$ cat src/rtl/k12a_io_hub.sv
// K12A memory-mapped I/O hub: synchronised inputs with sticky rising-edge flags,
// read-back output registers and a self-timed HD44780-style LCD strobe sequencer.
module k12a_io_hub #(
  parameter int unsigned DATA_WIDTH    = 8,
  parameter int unsigned NUM_IN        = 2,
  parameter int unsigned NUM_OUT       = 4,
  parameter int unsigned ADDR_WIDTH    = 4,
  parameter int unsigned LCD_EN_CYCLES = 4
) (
  input  logic                          cpu_clock,
  input  logic                          reset_n,
  input  logic                          io_load,
  input  logic                          io_store,
  input  logic [ADDR_WIDTH-1:0]         io_addr,
  input  logic [DATA_WIDTH-1:0]         wdata,
  output logic [DATA_WIDTH-1:0]         rdata,
  input  logic [NUM_IN*DATA_WIDTH-1:0]  in_pins,
  output logic [NUM_OUT*DATA_WIDTH-1:0] out_pins,
  output logic                          lcd_rs,
  output logic                          lcd_rw,
  output logic                          lcd_en,
  output logic [DATA_WIDTH-1:0]         lcd_data
);

  localparam int unsigned NumRegs = 2 * NUM_IN + NUM_OUT + 2;
  localparam logic [ADDR_WIDTH-1:0] AddrLcdData = ADDR_WIDTH'(2 * NUM_IN + NUM_OUT);
  localparam logic [ADDR_WIDTH-1:0] AddrLcdCtrl = ADDR_WIDTH'(2 * NUM_IN + NUM_OUT + 1);
  localparam int unsigned CntW = (LCD_EN_CYCLES > 1) ? $clog2(LCD_EN_CYCLES) : 1;

  // Reject configurations whose register map cannot be addressed.
  if (NumRegs > (2 ** ADDR_WIDTH)) begin : g_bad_addr
    $error("k12a_io_hub: register map does not fit in io_addr");
  end
  if (LCD_EN_CYCLES < 1) begin : g_bad_en
    $error("k12a_io_hub: LCD_EN_CYCLES must be at least 1");
  end
  if (DATA_WIDTH < 8) begin : g_bad_width
    $error("k12a_io_hub: LCD status layout needs DATA_WIDTH >= 8");
  end

  typedef enum logic [1:0] {StIdle, StSetup, StPulse, StHold} lcd_state_e;

  logic [NUM_IN*DATA_WIDTH-1:0]  s1_q, s2_q, s3_q;
  logic [NUM_IN*DATA_WIDTH-1:0]  edge_q, edge_d;
  logic [NUM_OUT*DATA_WIDTH-1:0] out_q, out_d;
  logic [DATA_WIDTH-1:0]         lcd_data_q;
  logic                          rs_q, rw_q, en_q, overrun_q;
  logic [CntW-1:0]               cnt_q;
  lcd_state_e                    state_q;
  logic                          busy, wr_lcd_data, wr_lcd_ctrl;

  assign busy        = (state_q != StIdle);
  assign wr_lcd_data = io_store && (io_addr == AddrLcdData);
  assign wr_lcd_ctrl = io_store && (io_addr == AddrLcdCtrl);

  assign out_pins = out_q;
  assign lcd_data = lcd_data_q;
  assign lcd_rs   = rs_q;
  assign lcd_rw   = rw_q;
  assign lcd_en   = en_q;

  // Edge flags: clear-on-read first, then new rising edges OR in so none are lost.
  always_comb begin
    edge_d = edge_q;
    for (int i = 0; i < NUM_IN; i++) begin
      if (io_load && (io_addr == ADDR_WIDTH'(NUM_IN + i))) begin
        edge_d[i*DATA_WIDTH +: DATA_WIDTH] = '0;
      end
    end
    edge_d = edge_d | (s2_q & ~s3_q);
  end

  // Output register write decode.
  always_comb begin
    out_d = out_q;
    for (int j = 0; j < NUM_OUT; j++) begin
      if (io_store && (io_addr == ADDR_WIDTH'(2 * NUM_IN + j))) begin
        out_d[j*DATA_WIDTH +: DATA_WIDTH] = wdata;
      end
    end
  end

  // Read mux; shows pre-write state when load and store coincide.
  always_comb begin
    rdata = '0;
    if (io_load) begin
      for (int i = 0; i < NUM_IN; i++) begin
        if (io_addr == ADDR_WIDTH'(i)) rdata = s2_q[i*DATA_WIDTH +: DATA_WIDTH];
        if (io_addr == ADDR_WIDTH'(NUM_IN + i)) rdata = edge_q[i*DATA_WIDTH +: DATA_WIDTH];
      end
      for (int j = 0; j < NUM_OUT; j++) begin
        if (io_addr == ADDR_WIDTH'(2 * NUM_IN + j)) rdata = out_q[j*DATA_WIDTH +: DATA_WIDTH];
      end
      if (io_addr == AddrLcdCtrl) begin
        rdata[7] = busy;
        rdata[6] = overrun_q;
        rdata[1] = rw_q;
        rdata[0] = rs_q;
      end
    end
  end

  // Input synchroniser, edge-detect delay stage, edge flags and output registers.
  always_ff @(posedge cpu_clock) begin
    if (!reset_n) begin
      s1_q   <= '0;
      s2_q   <= '0;
      s3_q   <= '0;
      edge_q <= '0;
      out_q  <= '0;
    end else begin
      s1_q   <= in_pins;
      s2_q   <= s1_q;
      s3_q   <= s2_q;
      edge_q <= edge_d;
      out_q  <= out_d;
    end
  end

  // LCD sequencer: SETUP -> PULSE (en high) -> HOLD, with registered controls.
  always_ff @(posedge cpu_clock) begin
    if (!reset_n) begin
      state_q    <= StIdle;
      cnt_q      <= '0;
      en_q       <= 1'b0;
      lcd_data_q <= '0;
      rs_q       <= 1'b0;
      rw_q       <= 1'b0;
      overrun_q  <= 1'b0;
    end else begin
      if (wr_lcd_ctrl) begin
        rs_q <= wdata[0];
        rw_q <= wdata[1];
      end
      // A dropped data write beats a simultaneous clear.
      if (wr_lcd_data && busy) begin
        overrun_q <= 1'b1;
      end else if (wr_lcd_ctrl) begin
        overrun_q <= 1'b0;
      end
      case (state_q)
        StIdle: begin
          if (wr_lcd_data) begin
            lcd_data_q <= wdata;
            state_q    <= StSetup;
          end
        end
        StSetup: begin
          state_q <= StPulse;
          en_q    <= 1'b1;
          cnt_q   <= CntW'(LCD_EN_CYCLES - 1);
        end
        StPulse: begin
          if (cnt_q == '0) begin
            state_q <= StHold;
            en_q    <= 1'b0;
          end else begin
            cnt_q <= cnt_q - 1'b1;
          end
        end
        StHold:  state_q <= StIdle;
        default: state_q <= StIdle;
      endcase
    end
  end

endmodule
$ cat config.mk
export PLATFORM = sky130hd
export DESIGN_NAME = k12a_io_hub
export DESIGN_NICKNAME = d
export VERILOG_FILES = /design/src/rtl/k12a_io_hub.sv
export SDC_FILE = /design/constraint.sdc
export NUM_CORES = 1
export LEC_CHECK = 0
export CAP_MARGIN = 20
export CORE_MARGIN = 2
export CORE_UTILIZATION = 52
export CTS_BUF_LIST = sky130_fd_sc_hd__clkbuf_8
export CTS_CLUSTER_SIZE = 10
export DETAILED_ROUTE_END_ITERATION = 8
export GPL_TIMING_DRIVEN = 0
export PLACE_DENSITY = 0.8
export SKIP_CTS_REPAIR_TIMING = 1
export SYNTH_ARGS = -nofsm -noshare
export SYNTH_HDL_FRONTEND = slang
export SYNTH_SLANG_ARGS = --single-unit
$ cat constraint.sdc
create_clock -name cpu_clock -period 2.46 [get_ports cpu_clock]
set_clock_uncertainty 0.15 [all_clocks]
set_input_delay 0.492 -clock cpu_clock [delete_from_list [all_inputs] [get_ports cpu_clock]]
set_output_delay 0.492 -clock cpu_clock [all_outputs]
set_load 0.01 [all_outputs]
==> qor.csv <==
metric;value;unit
status;completed;
grt_max_degree;24;
cp-end-kind;primary output;
critPathLaunchType;flop;
dp_hpwl;7789;um
grt_pass1_vias;3258;
core-area;8258;sq um
cts_htree_levels;3;
async_reset_ff_share;0;%
p_total;0.003643;W
ys_top_cells_by_count;dfxtp_1 (112), mux2i_1 (50), nor2_1 (46), nand2_1 (42), and2_1 (32);
synth.most_common_cell;dfxtp_1;
drive_gt1_share;14.91;%
drc;0;
post_drt_via_cell_ratio;5.246;
overflow;0;
clkLatencyLatePin;380;ps
cp_max_fo;2;
final_nets;581;
syn-cell-area;4434;sq um
ant_nets;0;
slew_headroom;54.92;%
gp_congestion;0.8769;
worst_slew_pin_slew;676.2;ps
syn-mean-instance-area;9.942;sq um
synth.top_cell.area_share;50.56;%
yosysWarnings;0;
hold_path.class;flop to flop;
io_pins;83;
crit_type;flop to primary output;
period_share;99.31;%
hold_ws;257.3;ps
track_usage;23.08;%
vdd.ir_drop.worst;0.3683;mV
rows;33;
diodes;0;
drt_wl_total;10500;um
period_needed;2443;ps
ys_seq_area_share;50.56;%
cts_tree;built;
clkTransAtPathRegs;120;ps
post-route-cell-area;5699;sq um
final.setup.tns;0;ps
synth_largest_area_cell;dfxtp_1;
synth-seq-cells;112;
postLayoutCoreUtil;69.02;%
fp.dieH;96.35;um
hold_viol_final;0;
synthTopCellsByArea;dfxtp_1 (51%), mux2i_1 (11%), and2_1 (4.5%);
vias;3436;
antenna_found_initial;0;
p_per_area;639.1;nW/um^2
grt_pass1_wl;16370;um
port_buffers;79;
root_buffer;clkbuf_8;
synth_cells;446;
die_x;96.35;um
first_pass_iters;4;
setup_viol;0;
maxCapViolations;0;
cts_inserted_buffers;9;
synth_cell_type_count;56;
ys.flop_type;dfxtp_1;
drt-initial-drc-count;153;
drv_slew;0;
synth_edf_count;0;
cp.required;1820;ps
syn-num-nets;482;
initial_core_util;53.70;%
critPathArrivalTime;1800;ps
fmax;409.3;MHz
p_leak;2.438;nW
wl_per_cell;16.02;um
clk_path_buf_depth;2;
area_growth;28.53;%
dpl_cell_area;5356;sq um
dieArea;9282;sq um
clkSinkCount;112;
-- state kept, by name, indices dropped and copies added (netlist names) --
name / count
out_pins: 32
edge_q: 16
s1_q: 16
s2_q: 16
s3_q: 16
lcd_data: 8
cnt_q: 2
state_q: 2
lcd_en: 1
lcd_rs: 1
lcd_rw: 1
overrun_q: 1
-- through the flow --
stage / setup WS, ps / std cells
3_5_place_dp: -972.9 / 630
2_1_floorplan: 138.0 / 446
4_1_cts: -973.0 / 646
3_3_place_gp: -990.1 / 630
5_1_grt: -35.20 / 655
6_report: 17.10 / 655
-- metal layers --
metal  vias up  part of all wire (%)  global-route usage (%)  wire length (um)
met5         -                     0                       0                 0
met4         0                   1.1                   7.042               114
met3        10                   4.5                   3.367               469
met2        92                    49                   39.00              5175
met1      1622                    45                   30.59              4736
li1       1712                     -                       -                 -
-- kinds of logic (layout without fill, tap and decap cells) --
logic type | after synthesis | count (layout) | share of synthesized area, %
AO/OA/AOI/OAI | 66 | 66 | 10.86
adder cells (fa/ha/maj) | 4 | 4 | 1.129
buffers and inverters | 53 | 157 | 5.728
flip-flops | 112 | 112 | 50.56
multiplexers | 57 | 57 | 14.00
AND/OR/NAND/NOR | 154 | 154 | 17.72
-- worst max-delay path: stages (launching register included) --
cell and delay [ps]:
dfxtp_1 340, mux4_1 520, a211oi_1 330, a2111oi_2 80
buf_2 160
-- worst paths after layout --
path	slack [ps]	end	startpoint	cells after the start
min reg2reg	260	edge_q[11]$_SDFF_PN0_	s3_q[11]$_SDFF_PN0_	1
max reg2reg	890	lcd_data[2]$_SDFFE_PN0P_	state_q[1]$_SDFFE_PN0P_	6
min	260	edge_q[11]$_SDFF_PN0_	s3_q[11]$_SDFF_PN0_	1
max	20	rdata[7]	s2_q[15]$_SDFF_PN0_	4
-- area by class of cell --
cell class              instances  area [sq um]
multi-input cells             281          2008
repair buffers                 88         833.3
plain buffers                  25         163.9
clock buffers                   9         123.9
fillers                       649          2559
inverters                      28         105.1
flip-flops and latches        112          2245
clock inverters                 7         88.84
well taps                     105         131.4
-- power by group --
part | switching (W) | total [W] | internal [W]
Sequential | 0.0000458 | 0.00195 | 0.00191
Combinational | 0.000280 | 0.000560 | 0.000280
Clock | 0.000707 | 0.00113 | 0.000421
Total | 0.00103 | 0.00364 | 0.00261
-- cell usage in the layout, fill, tap and decap left out, drive strengths merged, types with 22 or more instances in the layout --
cell	count
o21ai	22
and2	32
nor2	47
buf	27
clkdlybuf4s50	67
mux2i	50
dfxtp	112
inv	33
nand2	43
clkbuf	23
No activity file was read; power rests on OpenSTA's default activity.
